===== src/rtl/seg_scan_mux.sv =====
// seg_scan_mux: time-multiplexed scanner for a common-anode, active-low
// 7-segment display bank.
//
// Each digit owns a code entry in a shadow bank that the host writes freely.
// The whole shadow bank is copied to the active bank once per frame, so a
// frame never shows a half-updated set of digits. The active code of the
// current digit goes out to an external decoder. The decoder's pattern comes
// back, is registered, and drives the pins together with a one-hot-low anode.
// The first BLANK_CYCLES of every digit slot are fully dark so that the old
// digit's pattern does not ghost onto the new anode.
//
// Ports:
//   clk        system clock
//   rst_n      asynchronous active-low reset
//   wr_en      shadow write strobe (one entry per cycle)
//   wr_addr    digit index to write; indices >= NUM_DIGITS are ignored
//   wr_data    [3:0] code, [4] digit enable, [5] decimal point (option only)
//   code_out   {4'h0, active code of the current digit} to the decoder
//   seg7_in    decoder pattern, active-low, bit0 = dp
//   seg_out    registered segments to the pins, active-low
//   an_out     registered anodes, active-low, one-hot-low or all high
//   frame_tick one-cycle pulse after each commit of shadow to active
//
// Build option: define SEG_SCAN_DP_EN to widen wr_data to 6 bits. Bit 5 is
// then a per-digit, double-buffered decimal-point flag that forces seg_out[0]
// low while that digit is driven.

module seg_scan_mux #(
  parameter int NUM_DIGITS   = 4,
  parameter int REFRESH_DIV  = 50000,
  parameter int BLANK_CYCLES = 500
) (
  input  logic                  clk,
  input  logic                  rst_n,
  input  logic                  wr_en,
  input  logic [2:0]            wr_addr,
`ifdef SEG_SCAN_DP_EN
  input  logic [5:0]            wr_data,
`else
  input  logic [4:0]            wr_data,
`endif
  output logic [7:0]            code_out,
  input  logic [7:0]            seg7_in,
  output logic [7:0]            seg_out,
  output logic [NUM_DIGITS-1:0] an_out,
  output logic                  frame_tick
);

  localparam int CNT_W = $clog2(REFRESH_DIV);
  localparam int IDX_W = $clog2(NUM_DIGITS);
`ifdef SEG_SCAN_DP_EN
  localparam int ENT_W = 6;
`else
  localparam int ENT_W = 5;
`endif

  typedef enum logic {
    PH_BLANK,
    PH_DRIVE
  } phase_t;

  logic [CNT_W-1:0]      slot_cnt;
  logic [IDX_W-1:0]      digit_idx;
  logic [ENT_W-1:0]      shadow [NUM_DIGITS];
  logic [ENT_W-1:0]      active [NUM_DIGITS];

  phase_t                phase;
  logic                  slot_end;
  logic                  frame_end;
  logic                  wr_hit;
  logic                  lit;
  logic [ENT_W-1:0]      cur;
  logic [7:0]            seg_next;
  logic [NUM_DIGITS-1:0] an_next;

  assign cur       = active[digit_idx];
  assign code_out  = {4'h0, cur[3:0]};
  assign slot_end  = (slot_cnt == CNT_W'(REFRESH_DIV - 1));
  assign frame_end = slot_end && (digit_idx == IDX_W'(NUM_DIGITS - 1));
  assign wr_hit    = wr_en && (32'(wr_addr) < NUM_DIGITS);

  always_comb begin
    phase    = (slot_cnt < CNT_W'(BLANK_CYCLES)) ? PH_BLANK : PH_DRIVE;
    lit      = (phase == PH_DRIVE) && cur[4];
    seg_next = lit ? seg7_in : 8'hFF;
`ifdef SEG_SCAN_DP_EN
    if (lit && cur[5]) seg_next[0] = 1'b0;
`endif
    an_next  = '1;
    for (int unsigned i = 0; i < NUM_DIGITS; i++) begin
      if (lit && (i == 32'(digit_idx))) an_next[i] = 1'b0;
    end
  end

  // The output register sees the same (slot_cnt, digit_idx) that produced
  // seg_next, so pins lag the scan state by exactly one clock.
  always_ff @(posedge clk or negedge rst_n) begin
    if (!rst_n) begin
      slot_cnt   <= '0;
      digit_idx  <= '0;
      seg_out    <= '1;
      an_out     <= '1;
      frame_tick <= 1'b0;
      for (int unsigned i = 0; i < NUM_DIGITS; i++) begin
        shadow[i] <= '0;
        active[i] <= '0;
      end
    end else begin
      slot_cnt <= slot_end ? '0 : slot_cnt + 1'b1;
      if (slot_end) digit_idx <= frame_end ? '0 : digit_idx + 1'b1;

      // A write on the commit edge lands in shadow only; active takes the
      // pre-edge shadow contents.
      if (wr_hit) shadow[wr_addr[IDX_W-1:0]] <= wr_data;
      if (frame_end) begin
        for (int unsigned i = 0; i < NUM_DIGITS; i++) active[i] <= shadow[i];
      end

      frame_tick <= frame_end;
      seg_out    <= seg_next;
      an_out     <= an_next;
    end
  end

endmodule


===== config.mk =====
export PLATFORM = sky130hd
export DESIGN_NAME = seg_scan_mux
export DESIGN_NICKNAME = d
export VERILOG_FILES = /design/src/rtl/seg_scan_mux.sv
export SDC_FILE = /design/constraint.sdc
export NUM_CORES = 1
export LEC_CHECK = 0
export ABC_AREA = 1
export CAP_MARGIN = 30
export CORE_UTILIZATION = 35
export DETAILED_ROUTE_END_ITERATION = 6
export GPL_TIMING_DRIVEN = 0
export PLACE_DENSITY = 0.53
export SLEW_MARGIN = 0
export SYNTH_ARGS = -nofsm -noshare
export SYNTH_HDL_FRONTEND = slang
export SYNTH_SLANG_ARGS = --single-unit

===== constraint.sdc =====
create_clock -name clk -period 3.2 [get_ports clk]
set_input_delay 0.48 -clock clk [delete_from_list [all_inputs] [get_ports clk]]
set_output_delay 0.48 -clock clk [all_outputs]
set_load 0.1 [all_outputs]

# --- Yosys cells after proc, flatten, opt, wreduce, memory -nomap -nowiden ---
# Index checks and enable logic that the tools add are counted.
classes:
  n_eq_ne: 5
  reduce_logical: 9
  muxes: 14
  bitwise_logic: 2
  add_sub_neg: 2
  magnitude_cmp: 5
op_table:
  columns: ["operator", "count"]
  rows:
  - ["$bwmux 20", 1]
  - ["$add 16x1->16 const B", 1]
  - ["$eq 16x16->1 const B", 1]
  - ["$lt 16x9->1 const B", 1]
  - ["$mux 16", 1]
  - ["$mux 5", 3]
  - ["$bmux 5 s2", 1]
  - ["$demux 5 s2", 1]
  - ["$logic_and 1x1->1", 8]
  - ["$mux 8", 1]
  - ["$ge 3x3->1 const B", 2]
  - ["$not 2->3", 2]
  - ["$mux 1", 5]
  - ["$eq 2x2->1 const A", 2]
  - ["$lt 3x1->1 const B", 1]
  - ["$lt 3x3->1 const B", 1]
  - ["$add 2x1->2 const B", 1]
  - ["$eq 1x2->1 const A", 1]
  - ["$eq 2x2->1 const B", 1]
  - ["$logic_not 2->1", 1]
  - ["$mux 2", 1]
word_totals:
  ff_bits: 71
  elab_cells: 50
  in_bits: 19

# --- Longest topological paths before layout ---
# Gate-level depths: netlist of run 1.
logic_depth:
  word_depth: 7
  mapped_depth: 8
  mapped_depth_nobuf: 8

# --- Worst setup path before layout of run 1 ---
# No wires, ideal clock.
synth_path:
  kind: "register to output"
  from: "reg digit_idx[0]"
  to: "out code_out[0]"
  stages_incl_launch_ff: 5
  setup_slack_ns: 0.374
  arrival_time_ns: 2.346
  cell_sequence: "dfrtp_1 -> inv_1 -> clkbuf_1 -> o21ai_0 -> o22ai_1"
synth_between:
  elab_chain_len: 4
synth_lines:
  columns: ["item", "line", "text"]
  rows:
  - ["from (decl)", "63", "logic [IDX_W-1:0] digit_idx;"]
  - ["from (signal assigned)", "110", "if (slot_end) digit_idx <= frame_end ? '0 : digit_idx + 1'b1;"]
  - ["$not 2->3 (not written as such)", "76", "assign cur = active[digit_idx];"]
  - ["$bmux 5 s2", "76", null]
  - ["$mux 5 (not written as such) (2 in a row)", "76", null]
  - ["to (decl)", "42", "output logic [7:0] code_out,"]
# Every way passes these cells. The select of a mux whose other input is x is not followed.

# --- Worst setup path after layout of run 1 ---
layout_path:
  from: "reg digit_idx[0]"
  to: "out code_out[3]"
# The elaborated chain is that of the path after synthesis.

==> results.json, run 1 <==
{
  "setup-violations-final": 0,
  "period_share_pct": 93.0,
  "areaGrowthSynthToFinish_pct": 20.4,
  "drive_above_1_share_pct": 14.0,
  "num_antenna_cells": 0,
  "cts.sinks": 71,
  "cap_violations": 0,
  "vias": 2424,
  "gp_congestion": 0.808,
  "synthFlopType": "dfrtp_1",
  "ant_nets": 0,
  "clk_latency_ns": 0.35,
  "netlist_instances": 361,
  "hpwl_mm": 4.76,
  "p_leak_nw": 1.93,
  "yosys_warnings": 0,
  "path_clk_slew_ns": 0.08,
  "yosysMostFrequentCell": "nand2_1",
  "n_fill_cell": 899,
  "htree_num_levels": 3,
  "synth_cell_types": 28,
  "grt-ovfl-total": 0,
  "die_x_um": 98.3,
  "wl_per_cell_um": 13.0,
  "numCtsBuffers": 9,
  "grt_max_degree": 72,
  "setup.worst_path.start": "digit_idx[0]",
  "grt_use_met1_pct": 18.8,
  "busiest_layer": "met2",
  "worstRegToRegCells": 5,
  "async_flop_share_pct": 100,
  "drt_iter0_markers": 89,
  "r2r_slack_ns": 1.53,
  "worstSetupEndpointType": "output pin",
  "status": "finished with violations",
  "finalSetupTns_ns": 0,
  "synthesis.area_mm2": 0.00325,
  "fmax_mhz": 336,
  "ir_drop_uv": 238,
  "cts.path.max_buffers": 2,
  "hp-class": "input port to asynchronous set/reset pin",
  "power_density_mw_per_mm2": 440,
  "wirelength_mm": 6.77,
  "avgSynthCellArea_um2": 8.99,
  "io_buffers": 35,
  "worstPathMaxFanout": 11,
  "track_usage_pct": 15.3,
  "seq_area_frac_synth_pct": 55.2,
  "cp_data_arrival_time_ns": 2.50,
  "drc": 4,
  "gr-usage-met2_pct": 26.1,
  "regToRegStartpoint": "digit_idx[1]",
  "grt_pass1_vias": 2374,
  "total_power_mw": 1.72,
  "cp.required_ns": 2.72,
  "avgViaCountPerCell": 4.64,
  "synth_edf_count": 0,
  "synth_common_cells": "nand2_1, dfrtp_1, nor2_1",
  "layout.nets": 434,
  "ios": 40,
  "reg2reg_to": "an_out[3]",
  "synth_top_area_share_pct": 45.5,
  "startpoint_type": "flip-flop",
  "met3_usage_pct": 4.72,
  "period_needed_ns": 2.98,
  "slew_viol_final": 0,
  "skew_ns": 0.00885,
  "start_util_pct": 36.7,
  "relSlewSlack_pct": 33.9,
  "antenna_found_initial": 0,
  "rsz0062_at_grt": "no",
  "violations": "DRC",
  "tritoncts": "done",
  "die_h_um": 98.3,
  "crit_type": "flip-flop to output pin",
  "die-area_mm2": 0.00966,
  "grt_pass1_wl_mm": 11.5,
  "synth_area_leaders": "dfrtp_1, nand2_1, dfstp_2",
  "ys_ff_latch": 71,
  "yosys.area.top_type": "dfrtp_1",
  "hold_violations": 0,
  "core_mm2": 0.00885,
  "max_slew.worst_pin.slew_ns": 0.988,
  "drtPass1Iterations": 7,
  "cts_root_buffer": "clkbuf_8",
  "std_cell_rows": 34
}
## worst max-delay path by stage
stage                  end  slack, ns
2_1_floorplan  code_out[0]       0.37
3_3_place_gp     shadow[1]      -0.78
3_5_place_dp   code_out[2]       0.28
4_1_cts        code_out[3]       0.18
5_1_grt        code_out[1]       0.01
6_report       code_out[3]       0.22
## cells by family after synthesis
group           share of synthesized area, %
buf+inv                                 6.90
compound gates                          6.28
other cells                            0.116
flops                                   55.2
xor+xnor                                1.89
fa+ha+maj                               1.93
simple gates                            27.7
## registers in the layout, summed over array words and instances, names as in the netlist
signal / count
digit_idx: 2
seg_out: 8
frame_tick: 1
slot_cnt: 16
shadow: 20
active: 20
an_out: 4
## power by group
group	leakage (nW)	total [mW]	switching, mW	internal, mW
registers	0.908	0.973	0.0278	0.945
clock network	0.0845	0.634	0.337	0.298
logic	0.934	0.111	0.0676	0.0436
## placed cells by master (no fill, tap or decap), types with 2 or more instances in the layout
cell type / n
buf_2: 2
buf_4: 10
buf_6: 2
clkbuf_1: 3
clkbuf_8: 10
clkdlybuf4s50_1: 30
clkinv_2: 2
clkinvlp_4: 2
conb_1: 4
dfrtp_1: 59
dfstp_2: 12
dlygate4sd2_1: 3
ha_1: 5
inv_1: 25
inv_2: 4
nand2_1: 94
nand2_2: 3
nand3_1: 13
nand3_2: 5
nand3b_1: 8
nand4_1: 22
nor2_1: 39
nor2_4: 2
nor3_1: 3
o21ai_0: 32
o22ai_1: 5
xor2_1: 7
## critical path, cell delays in order (launching register included)
cell and delay, ns:
dfrtp_1 0.44, inv_1 0.11, clkbuf_1 0.40, o21ai_0 0.14
o22ai_1 0.20, clkdlybuf4s15_1 0.86
## stage by stage
step | worst slack [ns] | area (µm²) | std cells | utilization [%] | hold WS [ns]
global placement | -0.782 | 3740 | 507 | 42.3 | 0.450
floorplan | 0.374 | 3260 | 364 | - | 0.184
global route | 0.0115 | 3910 | 522 | 44.2 | 0.327
CTS | 0.180 | 3910 | 522 | 44.1 | 0.280
detailed placement | 0.282 | 3740 | 507 | 42.3 | 0.454
finish | 0.223 | 3910 | 522 | 44.2 | 0.231
## metal layers
layer,vias up,wire length [µm]
li1,1267,-
met1,1106,3270
met2,44,3190
met3,7,260
met4,0,54
met5,-,0
## cell type report
class                           count  area (µm²)  share of cell area (%)
Multi-Input combinational cell    247        1240                    31.8
Tap cell                          108         135                    3.46
Buffer                             16         111                    2.85
Inverter                           30         113                    2.88
Clock buffer                       10         138                    3.52
Timing Repair Buffer               35         344                    8.81
Clock inverter                      5        33.8                   0.865
Sequential cell                    71        1790                    45.9
## what timing repair did
item,in CTS,in global routing
gates cloned,0,0
setup endpoints to repair,4,1
setup buffers,0,0
hold buffers,0,0
gates resized for setup,4,1
Power figures use the tool's default switching activity.
==> run 2, diff against run 1 <==
--- a/config.mk
+++ b/config.mk
@@ -7,10 +7,11 @@
 export LEC_CHECK = 0
 export ABC_AREA = 1
 export CAP_MARGIN = 30
-export CORE_UTILIZATION = 35
+export CORE_UTILIZATION = 55
+export CTS_CLUSTER_DIAMETER = 200
 export DETAILED_ROUTE_END_ITERATION = 6
 export GPL_TIMING_DRIVEN = 0
-export PLACE_DENSITY = 0.53
+export PLACE_DENSITY = 0.78
 export SLEW_MARGIN = 0
 export SYNTH_ARGS = -nofsm -noshare
 export SYNTH_HDL_FRONTEND = slang
==> run 2 against run 1 <==
Effect of this change:
- final area about the same
- power up 7.5%
- the flow now finishes without violations
- non-clock buffer count unchanged
- via count up 5.4%
- critical path type unchanged
- sequential share of layout area about the same
- highest routed layer unchanged
- die area down 36%
- critical path depth unchanged
- count of clock-buffer cells in the layout up 2
==> results.json, run 2 (same netlist as run 1, synthesis figures left out) <==
{
  "drc": 0,
  "avgViaCountPerCell": 5.24,
  "largestRegisters": "active (20), shadow (20), slot_cnt (16)",
  "gp_congestion": 0.838,
  "die_h_um": 78.8,
  "num_antenna_cells": 0,
  "grt-ovfl-total": 0,
  "period_needed_ns": 2.97,
  "holdWs_ns": 0.233,
  "fmax_mhz": 337,
  "power_density_mw_per_mm2": 472,
  "tritoncts": "done",
  "regArea_mm2": 0.00179,
  "path_clk_slew_ns": 0.08,
  "htree_num_levels": 3,
  "status": "finished, final reports clean",
  "vias": 2554,
  "die-area_mm2": 0.00621,
  "cap_violations": 0,
  "startpoint_type": "flip-flop",
  "relSlewSlack_pct": 35.1,
  "crit_type": "flip-flop to output pin",
  "wl_per_cell_um": 12.9,
  "numCtsBuffers": 9,
  "areaGrowthSynthToFinish_pct": 20.4,
  "worstSetupEndpointType": "output pin",
  "period_share_pct": 92.8,
  "final_common_cell": "nand2_1",
  "hp-class": "input port to asynchronous set/reset pin",
  "p_leak_nw": 1.95,
  "n_fill_cell": 440,
  "start_util_pct": 57.9,
  "cts.sinks": 71,
  "cts_root_buffer": "clkbuf_8",
  "cts.path.max_buffers": 2,
  "die_x_um": 78.8,
  "dpl_worst_slack_ns": 0.301,
  "hold_violations": 0,
  "cts_hold_buf": 0,
  "post_cts_buffers": 0,
  "drt_iter0_markers": 164,
  "multiInputGateArea_mm2": 0.00124,
  "skew_ns": 0.00970,
  "wirelength_mm": 6.26,
  "cp_data_arrival_time_ns": 2.49,
  "finalSetupTns_ns": 0,
  "rsz0062_at_grt": "no",
  "mostFrequentLayoutCells": "nand2_1, dfrtp_1, nor2_1",
  "layout.nets": 434,
  "std_cell_rows": 27,
  "grt_max_degree": 72,
  "clk_latency_ns": 0.34,
  "grt_pass1_vias": 2339,
  "drtPass1Iterations": 4,
  "max_slew.worst_pin.slew_ns": 0.970,
  "cp.required_ns": 2.72,
  "slew_viol_final": 0,
  "core_mm2": 0.00561,
  "worstPathMaxFanout": 11,
  "setup-violations-final": 0,
  "ir_drop_uv": 315,
  "antenna_found_initial": 0,
  "track_usage_pct": 22.3,
  "ant_nets": 0,
  "setup_slack_ns": 0.229,
  "cts_resized": 4,
  "ios": 40,
  "io_buffers": 35,
  "final_util_pct": 69.7,
  "hpwl_mm": 4.46,
  "drive_above_1_share_pct": 14.0,
  "grt_pass1_wl_mm": 10.6
}
[run 2: where the power goes]
group	total, mW	switching, mW	leakage, nW	internal [mW]
combinational	0.113	0.0694	0.937	0.0436
clock	0.759	0.330	0.100	0.429
sequential	0.974	0.0294	0.908	0.945
total	1.85	0.429	1.95	1.42
[run 2: area by class of cell]
| cell class | instances | area share, % |
|---|---|---|
| Timing Repair Buffer | 35 | 8.77 |
| Sequential cell | 71 | 45.8 |
| Buffer | 16 | 2.85 |
| Clock inverter | 4 | 1.34 |
| Tap cell | 72 | 2.30 |
| Clock buffer | 12 | 4.26 |
| Multi-Input combinational cell | 247 | 31.8 |
| Inverter | 30 | 2.88 |
[run 2: layer usage]
metal	wire length, µm	track usage (%)	vias to the layer above
met5	0	0	-
met4	98	8.55	0
met3	321	5.75	11
met2	3000	36.1	76
met1	2840	29.0	1199
li1	-	-	1268
[run 2: path summary, 6_finish.rpt]
path / slack [ns] / startpoint / cells past startpoint / endpoint
worst max-delay path: 0.23 / digit_idx[0] / 5 / code_out[2]
worst min-delay path: 0.23 / rst_n / 1 / slot_cnt[12]
worst max register to register: 1.57 / digit_idx[1] / 4 / active[1]
worst min register to register: 0.47 / active[12] / 2 / active[12]
max in group asynchronous: 2.37 / rst_n / 1 / active[19]
min in group clk: 0.47 / active[12] / 2 / active[12]
[run 2: critical path, cell delays in order, from the launching register on]
cell and delay (ns):
dfrtp_1 0.44, inv_1 0.11, clkbuf_1 0.39, o21ai_0 0.14
o22ai_1 0.19, dlygate4sd2_1 0.89
[run 2: through the flow]
step	instances	area [µm²]	total power, mW
after global placement	471	3700	1.10
final	487	3910	1.85
after global routing	487	3910	1.93
after CTS	487	3910	1.86
after floorplan	364	3260	1.05
after detailed placement	471	3690	1.10
==> run 3, diff against run 2 <==
--- a/config.mk
+++ b/config.mk
@@ -7,6 +7,7 @@
 export LEC_CHECK = 0
 export ABC_AREA = 1
 export CAP_MARGIN = 30
+export CORE_ASPECT_RATIO = 1.75
 export CORE_UTILIZATION = 55
 export CTS_CLUSTER_DIAMETER = 200
 export DETAILED_ROUTE_END_ITERATION = 6
==> run 3 against run 2 <==
Effect of this change:
- first-iteration DRC count decreased by 13%
- final area increased by 1.2%
- highest routed layer unchanged
- critical path depth unchanged
- global-route usage increased by 2.1 points
- sequential power about the same
==> results.json, run 3 (same netlist as run 1, synthesis figures left out) <==
{
  "slew_viol_final": 0,
  "cts.sinks": 71,
  "cts_hold_buf": 0,
  "skew_ns": 0.00916,
  "hpwl_mm": 4.74,
  "std_cell_rows": 36,
  "rsz0062_at_grt": "no",
  "wirelength_mm": 6.55,
  "holdWs_ns": 0.227,
  "crit_type": "flip-flop to output pin",
  "ir_drop_uv": 442,
  "drive_above_1_share_pct": 13.7,
  "relSlewSlack_pct": 32.2,
  "clk_latency_ns": 0.35,
  "power_density_mw_per_mm2": 508,
  "worstPathMaxFanout": 11,
  "gp_congestion": 0.852,
  "status": "finished, final reports clean",
  "areaGrowthSynthToFinish_pct": 21.9,
  "final_common_cell": "nand2_1",
  "fmax_mhz": 340,
  "io_buffers": 35,
  "largestRegisters": "active (20), shadow (20), slot_cnt (16)",
  "grt_max_degree": 72,
  "grt_pass1_vias": 2532,
  "p_leak_nw": 1.97,
  "cp_slowest_stage_delay_ns": 0.88,
  "max_slew.worst_pin.slew_ns": 1.01,
  "drc": 0,
  "cp.required_ns": 2.72,
  "post_cts_buffers": 0,
  "cp_slowest_cell": "dlygate4sd2_1",
  "placed_area_mm2": 0.00370,
  "final_util_pct": 70.3,
  "startpoint_type": "flip-flop",
  "die_x_um": 60.1,
  "cp_num_buf_inv": 3,
  "n_fill_cell": 464,
  "num_antenna_cells": 0,
  "regArea_mm2": 0.00179,
  "grt_pass1_wl_mm": 11.2,
  "cts.path.max_buffers": 2,
  "stdcell_area_mm2": 0.00396,
  "setup-violations-final": 0,
  "cts_root_buffer": "clkbuf_8",
  "cp_data_arrival_time_ns": 2.46,
  "period_share_pct": 91.8,
  "antenna_found_initial": 0,
  "start_util_pct": 57.6,
  "worstSetupEndpointType": "output pin",
  "critical-path-top-delay-family": "buffers and inverters",
  "vias": 2504,
  "tritoncts": "done",
  "hp-class": "input port to asynchronous set/reset pin",
  "hold_violations": 0,
  "ios": 40,
  "path_clk_slew_ns": 0.07,
  "total_power_mw": 2.01,
  "htree_num_levels": 3,
  "numCtsBuffers": 9,
  "drtPass1Iterations": 4,
  "layout.nets": 434,
  "grt-ovfl-total": 0,
  "core_mm2": 0.00563,
  "track_usage_pct": 24.4,
  "avgViaCountPerCell": 5.10,
  "multiInputGateArea_mm2": 0.00124,
  "cap_violations": 0,
  "worstPathCellList": "inv_1 -> clkbuf_1 -> o21ai_0 -> o22ai_1 -> dlygate4sd2_1",
  "wl_per_cell_um": 13.3,
  "ant_nets": 0,
  "die-area_mm2": 0.00622,
  "mostFrequentLayoutCells": "nand2_1, dfrtp_1, nor2_1",
  "drt_iter0_markers": 143,
  "period_needed_ns": 2.94,
  "die_h_um": 104
}
-- run 3: changes by cell type in the layout (fill, tap and decap cells not counted), sizes merged --
cell / before / now
clkdlybuf4s15: 0 / 1
clkinvlp: 3 / 0
bufinv: 1 / 4
clkinv: 1 / 3
dlygate4sd2: 4 / 3
clkbuf: 15 / 13
-- run 3: worst paths after layout --
| path | depth (start not counted) | start | to | slack (ns) |
|---|---|---|---|---|
| worst max-delay path | 5 | digit_idx[0] | code_out[0] | 0.26 |
| worst min-delay path | 1 | rst_n | slot_cnt[11] | 0.23 |
| worst max register to register | 4 | digit_idx[1] | active[11] | 1.58 |
| worst min register to register | 2 | active[11] | active[11] | 0.47 |
| max in group asynchronous | 1 | rst_n | slot_cnt[14] | 2.40 |
| min in group clk | 2 | active[11] | active[11] | 0.47 |
-- run 3: stage by stage --
stage	std cells	TNS [ns]	setup WS, ns
after floorplan	364	0	0.374
after global placement	475	-35.04	-0.598
after detailed placement	475	0	0.307
after CTS	491	0	0.224
after global routing	491	0	0.0158
final	491	0	0.263
-- run 3: cell type report --
| cell class | instances | share of cell area [%] |
|---|---|---|
| sequential | 71 | 45.3 |
| multi-input combinational | 247 | 31.4 |
| timing repair buffer | 35 | 8.70 |
| clock inverter | 6 | 3.35 |
| clock buffer | 10 | 3.23 |
| inverter | 30 | 2.85 |
| buffer | 16 | 2.81 |
| tap | 76 | 2.40 |
-- run 3: metal layers --
layer  GRT usage (%)  vias to the layer above  wire, µm
li1                -                     1275         -
met1            24.0                     1169      2390
met2            43.6                       44      3800
met3            7.74                       16       158
met4            11.5                        0       201
met5               0                        -         0
-- run 3: timing repair --
item / in CTS / in global routing
endpoints found under the setup margin: 4 / 1
resized for setup: 4 / 1
endpoints found under the hold margin: 0 / 0
-- run 3: power by group --
part	switching (mW)	leakage (nW)	internal [mW]
logic	0.0687	0.934	0.0436
registers	0.0261	0.908	0.945
clock network	0.329	0.128	0.596
total	0.424	1.97	1.58
